==> config.mk <==
export PLATFORM = sky130hd
export DESIGN_NAME = mod_counter
export DESIGN_NICKNAME = d
export VERILOG_FILES = /design/src/rtl/mod_counter.sv
export SDC_FILE = /design/constraint.sdc
export NUM_CORES = 1
export LEC_CHECK = 0
export CAP_MARGIN = 15
export CORE_ASPECT_RATIO = 1.1
export CORE_MARGIN = 5
export CORE_UTILIZATION = 47
export DETAILED_ROUTE_END_ITERATION = 10
export MAX_ROUTING_LAYER = met4
export PLACE_DENSITY = 0.76
export SLEW_MARGIN = 0
export SYNTH_ARGS = -nofsm -noshare
export SYNTH_HDL_FRONTEND = slang
export SYNTH_SLANG_ARGS = --single-unit
==> constraint.sdc <==
create_clock -name clk -period 2.19 [get_ports clk]
set_clock_uncertainty 0.1 [all_clocks]
set_input_delay 0.438 -clock clk [delete_from_list [all_inputs] [get_ports clk]]
set_output_delay 0.438 -clock clk [all_outputs]
set_load 0.005 [all_outputs]
==> src/rtl/mod_counter.sv <==
// ---------------------------------------------------------------------------
// mod_counter
//
// Purpose:
//   Up/down modulo counter with a synchronous load. The count runs over
//   0..MODULUS-1 and either wraps or saturates at the bounds (SATURATE).
//   Stepping past a bound is a "boundary event". A boundary event produces
//   a one-cycle registered pulse on 'wrap'. A load never counts as a
//   boundary event.
//
// Parameters:
//   NUM_BITS  - width of the count register
//   MODULUS   - count range 0..MODULUS-1, legal range 2..2**NUM_BITS
//   SATURATE  - 0 = wrap at the bounds, 1 = hold at the bounds
//
// Optional feature (macro MOD_COUNTER_OVF_STICKY_EN):
//   Adds a sticky overflow flag 'ovf' and its clear input 'clr_ovf'.
//   'ovf' sets after any boundary event and holds until clr_ovf or rst.
//   A set wins over a clear in the same cycle.
//
// Ports:
//   clk        in   1         sole clock, rising edge
//   rst        in   1         synchronous active-high reset
//   enable     in   1         count step request for this cycle
//   up         in   1         1 = increment, 0 = decrement
//   load       in   1         synchronous load strobe (beats enable)
//   load_value in   NUM_BITS  value to load, clamped to MODULUS-1
//   count      out  NUM_BITS  registered count
//   at_max     out  1         combinational, count == MODULUS-1
//   at_min     out  1         combinational, count == 0
//   wrap       out  1         registered boundary-event pulse
//   ovf        out  1         sticky overflow (macro builds only)
//   clr_ovf    in   1         clears ovf (macro builds only)
// ---------------------------------------------------------------------------
module mod_counter #(
    parameter int NUM_BITS = 8,
    parameter int MODULUS  = 2 ** NUM_BITS,
    parameter int SATURATE = 0
) (
    input  logic                clk,
    input  logic                rst,
    input  logic                enable,
    input  logic                up,
    input  logic                load,
    input  logic [NUM_BITS-1:0] load_value,
    output logic [NUM_BITS-1:0] count,
    output logic                at_max,
    output logic                at_min,
    output logic                wrap
`ifdef MOD_COUNTER_OVF_STICKY_EN
   ,output logic                ovf,
    input  logic                clr_ovf
`endif
);

    // The modulus is held one bit wider than the count so that
    // MODULUS == 2**NUM_BITS fits when comparing against load_value.
    localparam logic [NUM_BITS-1:0] MAX_VAL = NUM_BITS'(MODULUS - 1);
    localparam logic [NUM_BITS:0]   MOD_EXT = (NUM_BITS + 1)'(MODULUS);
    localparam logic [NUM_BITS-1:0] ONE     = NUM_BITS'(1);

    logic [NUM_BITS-1:0] r_count;
    logic                r_wrap;
    logic [NUM_BITS-1:0] w_countNext;
    logic                w_boundary;

    // Next-count selection. Load beats enable. The step never leaves
    // 0..MODULUS-1 because the bounds are tested before the add or
    // subtract. This also keeps the all-ones case free of width overflow.
    always_comb begin
        w_countNext = r_count;
        w_boundary  = 1'b0;
        if (load) begin
            if ({1'b0, load_value} < MOD_EXT) begin
                w_countNext = load_value;
            end else begin
                w_countNext = MAX_VAL;
            end
        end else if (enable) begin
            if (up) begin
                if (r_count == MAX_VAL) begin
                    w_boundary  = 1'b1;
                    w_countNext = (SATURATE != 0) ? r_count : '0;
                end else begin
                    w_countNext = r_count + ONE;
                end
            end else begin
                if (r_count == '0) begin
                    w_boundary  = 1'b1;
                    w_countNext = (SATURATE != 0) ? r_count : MAX_VAL;
                end else begin
                    w_countNext = r_count - ONE;
                end
            end
        end
    end

    // Count and wrap registers. The wrap output is simply the registered
    // boundary flag. It drops on any cycle without a boundary event.
    always_ff @(posedge clk) begin
        if (rst) begin
            r_count <= '0;
            r_wrap  <= 1'b0;
        end else begin
            r_count <= w_countNext;
            r_wrap  <= w_boundary;
        end
    end

`ifdef MOD_COUNTER_OVF_STICKY_EN
    logic r_ovf;

    // Sticky overflow. The boundary check comes first, so a coincident
    // clear loses and the flag stays set.
    always_ff @(posedge clk) begin
        if (rst) begin
            r_ovf <= 1'b0;
        end else if (w_boundary) begin
            r_ovf <= 1'b1;
        end else if (clr_ovf) begin
            r_ovf <= 1'b0;
        end
    end

    assign ovf = r_ovf;
`endif

    assign count  = r_count;
    assign wrap   = r_wrap;
    assign at_max = (r_count == MAX_VAL);
    assign at_min = (r_count == '0);

endmodule

Yosys cells after proc, flatten, opt, wreduce, memory -nomap -nowiden
Cells that the tools add are included.
{ "word_totals": {"register_bits": 9, "latchBits": 0, "ram_bits": 0, "romBits": 0, "out_inout_bits": 11, "n_memories": 0} }
{ "op_classes": {"n_addsub": 2, "multipliers": 0, "n_div": 0, "order_cmp": 0, "eq_ne": 1, "shifts": 0, "muxes": 8, "bitwise_logic": 1, "reduce_logical": 3} }
{ "op_table": {"columns": ["operator", "n"], "rows": [
  ["$mux 8", 5],
  ["$add 8x1->8 const B", 1],
  ["$eq 8x8->1 const B", 1],
  ["$logic_not 8->1", 1],
  ["$sub 8x1->8 const B", 1],
  ["$mux 1", 3],
  ["$reduce_or 3->1", 1],
  ["$reduce_bool 2->1", 1],
  ["$not 1->1", 1]
]} }

Logic depth before layout (Yosys ltp)
{ "logic_depth": {"word_depth": 5, "ltp_mapped": 8, "ltp_nobuf": 7} }

Worst setup path before layout
OpenSTA, ideal clock, no wires.
{ "synth_timing": {"kind": "register to register", "startpoint": "reg r_count[0] (netlist: count[0])", "endpoint": "reg r_count[6] (netlist: count[6])", "setup_time_ns": 0.116, "t_arrival_ns": 1.696, "required_ns": 1.974, "path_slack_ns": 0.278, "stages_incl_launch_ff": 9, "path_buffers": 1, "path_cell_list": "dfxtp_1 -> clkbuf_1 -> inv_1 -> ha_1 -> or4b_4 -> nor3b_4 -> a221oi_1 -> o22ai_1 -> a41o_2"} }
{ "synth_between": {"elab_chain_cells": 5, "word_cells_on_any_way": 9} }
{ "synth_rtl": {"columns": ["item", "line", "text"], "rows": [
  ["from (decl)", "62", "logic [NUM_BITS-1:0] r_count;"],
  ["from (signal assigned)", "105", "r_count <= w_countNext;"],
  ["$sub 8x1->8, or another cell as far along", "92", "w_countNext = r_count - ONE;"],
  ["$mux 8 (on tied branches)", "88, 81", null],
  ["$mux 8 *", "80", "if (up) begin"],
  ["$mux 8 *", "79", "end else if (enable) begin"],
  ["$mux 8 *", "73", "if (load) begin"]
]} }
Mark *: on every way between the ends. The rest lies on a longest branch, timed or not. The select of a mux whose other input is x is not followed.
A chain may end at the register's enable or synchronous reset.

Final worst setup path
{ "layout_timing": {"startpoint": "reg r_count[1] (netlist: count[1])", "endpoint": "out at_min"} }
{ "layout_between": {"elab_chain_cells": 1} }
{ "layout_rtl": {"columns": ["item", "line", "text"], "rows": [
  ["$logic_not 8->1", "131", "assign at_min = (r_count == '0);"],
  ["to (decl)", "48", "output logic at_min,"]
]} }
Every way passes these cells.

==> tab_implementation.tex <==
\begin{tabular}{lr}
\hline
Metric & Value \\
\hline
\multicolumn{2}{l}{\textbf{Timing}} \\
\quad RSZ-0062 raised after global routing & no \\
\quad Shortest period the worst path allows & 2003 ps \\
\quad Final Max Slew Viols & 0 \\
\quad Pin slew with the least headroom to its limit & 293.5 ps \\
\quad Max-slew headroom at the worst pin & 80.41\% \\
\quad Final Hold Slack & 570.7 ps \\
\quad Number of endpoints with negative hold slack in the final report & 0 \\
\quad Highest clock rate & 0.4992 GHz \\
\quad Final setup margin & 186.9 ps \\
\quad Final setup violation count & 0 \\
\quad Final cycle utilization of the critical path & 91.47\% \\
\multicolumn{2}{l}{\textbf{Logic synthesis}} \\
\quad Number of enable-type register cells in the synthesized netlist & 0 \\
\quad Syn Nets & 148 \\
\quad Number of library cell types mapped by synthesis & 43 \\
\quad Number of warnings issued by yosys & 0 \\
\quad Mapped cell area & 897.1 µm² \\
\quad Post-synthesis sequential area ratio & 20.08\% \\
\quad Share of async-settable or async-resettable flops after synthesis & 0\% \\
\quad Cell count after synthesis & 132 \\
\quad Main synth FF type & dfxtp\_1 \\
\quad Flip-flop and latch count after synthesis & 9 \\
\quad Post-Synthesis Mean Instance Area & 6.796 µm² \\
\multicolumn{2}{l}{\textbf{Floorplan}} \\
\quad Die Height & 55.82 µm \\
\quad FP Rows & 16 \\
\quad Area of the die & 2883 µm² \\
\quad Placeable core region & 1802 µm² \\
\quad Initial Utilization & 49.79\% \\
\quad Horizontal extent of the die & 51.66 µm \\
\quad Num ports & 24 \\
\multicolumn{2}{l}{\textbf{Layout}} \\
\quad Final design instance area without fill & 1262 µm² \\
\quad Antenna Diode Count & 0 \\
\quad Util after Layout & 70.07\% \\
\quad Fraction of layout instances using a drive strength above 1 & 19.14\% \\
\quad Net count of the finished layout & 179 \\
\quad Post-synthesis to final-layout area growth & 40.73\% \\
\multicolumn{2}{l}{\textbf{Pwr}} \\
\quad Power Internal & 0.3879 mW \\
\quad Total power density per cell area & 469.2 nW/µm² \\
\quad Total design power & 0.5923 mW \\
\quad Net load switching power & 0.2044 mW \\
\quad Switching portion of total power & 34.50\% \\
\quad VDD IR max & 0.0003661 V \\
\quad Leakage dissipation & 0.5017 nW \\
\quad Share of total power in combinational logic & 44.1\% \\
\quad Sequential Power Share & 32.8\% \\
\quad Portion of total power attributed to the clock network & 23.1\% \\
\multicolumn{2}{l}{\textbf{Place}} \\
\quad Count of buffers from port buffering & 23 \\
\quad Place WS & -11.86 ps \\
\quad Final HPWL from detailed placement & 1952 µm \\
\quad Post-DP Area & 1206 µm² \\
\quad Final weighted congestion in routability-driven placement & 0.9252 \\
\multicolumn{2}{l}{\textbf{Worst setup path}} \\
\quad Setup crit end kind & output port \\
\quad Worst-path maximum fanout & 4 \\
\quad Max incr delay on CP & 330 ps \\
\quad Critical Path Slowest Stage Cell & dfxtp\_2 \\
\quad Setup crit start kind & register \\
\quad CP delay by family, top & simple AND/OR/NAND/NOR gates \\
\quad CP Data Required Time & 1650 ps \\
\quad Worst path bufs/invs & 2 \\
\quad Category of the critical setup timing path & register to output port \\
\quad Cells along the critical path & inv\_1 -> ha\_2 -> nor4b\_4 -> and2\_1 -> dlygate4sd2\_1 \\
\quad WP data arrival & 1470 ps \\
\multicolumn{2}{l}{\textbf{Global route}} \\
\quad Total GRT Usage & 20.58\% \\
\quad Largest net degree at the start of global routing & 18 \\
\quad Wire length of the first global-routing pass & 4457 µm \\
\quad Total gr overflow & 0 \\
\quad Initial antenna violation count & 0 \\
\quad Via count of the first global-routing pass & 949 \\
\multicolumn{2}{l}{\textbf{Drt}} \\
\quad Violation count after the first detailed-routing iteration & 32 \\
\quad Detailed-route wire length per cell & 14.59 µm \\
\quad Via count normalized by instance count & 5.989 \\
\quad Antenna violation net count after detailed routing & 0 \\
\quad Via count of the routed design & 1078 \\
\quad Total Routed Length & 2627 µm \\
\quad DRT Pass-1 Iters & 4 \\
\quad DRC violation count after routing & 0 \\
\multicolumn{2}{l}{\textbf{Clock tree}} \\
\quad Root Driver & clkbuf\_4 \\
\quad Buffers from clock root to sink, at most & 2 \\
\quad Post-cts hold buffer count & 0 \\
\quad Clock transition at path regs & 60 ps \\
\quad Number of CTS-inserted buffers & 3 \\
\quad H-Tree Depth & 1 \\
\quad Clk Latency, worst-skew pair & 270 ps \\
\quad CTS tree & built \\
\quad Clock tree sinks & 9 \\
\multicolumn{2}{l}{\textbf{Flow run}} \\
\quad Max-cap violation count & 0 \\
\multicolumn{2}{l}{\textbf{Worst hold path}} \\
\quad Class of the worst hold path & register to register \\
\multicolumn{2}{l}{\textbf{Status}} \\
\quad Result of the run & completed \\
\hline
\end{tabular}
-- power by group through the flow --
stage | combinational [mW] | sequential [mW] | clock (mW)
final | 0.261 | 0.194 | 0.137
after global routing | 0.285 | 0.197 | 0.153
after CTS | 0.259 | 0.193 | 0.140
after detailed placement | 0.249 | 0.194 | 0
after global placement | 0.247 | 0.194 | 0
after floorplan | 0.155 | 0.189 | 0
-- sequential cells by signal, indices dropped and copies added (netlist names) --
register  flops
wrap          1
count         8
-- layout by cell type, fill, tap and decap left out, types with 2 or more instances in the layout --
cell type        instances
nand4_1                  2
a21oi_1                 13
o21ai_0                  9
clkbuf_4                 3
xnor2_1                  3
ha_1                     2
dfxtp_2                  2
and3_1                   3
clkdlybuf4s50_1         21
o22ai_1                  3
inv_1                    3
nor2_1                  16
buf_4                   16
nand3_1                  6
xor2_1                   2
nor3_1                   8
nand2_1                 13
dlygate4sd2_1            2
dfxtp_1                  7
-- per-layer routing --
| metal | track usage [%] | part of all wire [%] | up-vias |
|---|---|---|---|
| met5 | - | 0 | - |
| met4 | 5.618 | 2.5 | 0 |
| met3 | 5.898 | 7.0 | 11 |
| met2 | 33.45 | 48 | 45 |
| met1 | 24.44 | 43 | 493 |
| li1 | - | - | 529 |
-- through the flow --
stage / cells / setup TNS, ps
2_1_floorplan: 132 / 0
4_1_cts: 180 / 0
6_report: 180 / 0
5_1_grt: 180 / 0
3_5_place_dp: 175 / -11.86
3_3_place_gp: 175 / 0
-- cell type report --
type                       count  area [µm²]
multi-input combinational    105       648.1
sequential                     9       182.7
fill                         159       539.3
clock buffer                   4       26.28
tap                           18       22.52
timing repair buffer          40       367.9
inverter                       4       15.01
-- path summary, 6_finish.rpt --
path	startpoint	end	slack, ps	depth (start not counted)
worst min-delay path	count[6]	count[6]	570	1
worst max-delay path	count[1]	at_min	190	5
worst max register to register	count[6]	count[0]	280	6
worst min register to register	count[6]	count[6]	570	1
-- logic make-up (layout without fill, tap and decap cells) --
logic type | Yosys count | after routing | synth area share, %
compound gates | 36 | 36 | 24.55
xor+xnor | 5 | 5 | 4.882
fa+ha+maj | 3 | 3 | 4.185
buf+inv | 18 | 48 | 10.18
flops | 9 | 9 | 20.08
mux | 1 | 1 | 1.116
simple gates | 60 | 60 | 35.01
-- synthesized netlist by cell type (2+ instances only) --
cell	instances	share of area (%)
dfxtp_1	9	20
inv_1	4	1.7
buf_2	3	1.7
nor3_1	9	5.0
nand4_1	2	1.4
nor2_1	16	6.7
xor2_1	2	2.0
o21ai_0	9	5.0
buf_6	2	2.5
and3_1	3	2.1
a21oi_1	13	7.3
xnor2_1	3	2.9
o22ai_1	3	2.1
nand3_1	6	3.3
clkbuf_1	6	2.5
nand2_1	13	5.4
ha_1	3	4.2
-- timing repair --
action | 4_1_cts | 5_1_grt
setup endpoints to repair | 2 | 0
gates resized for setup | 9 | 0
buffers inserted | 1 | 0
Power figures use the tool's default switching activity.
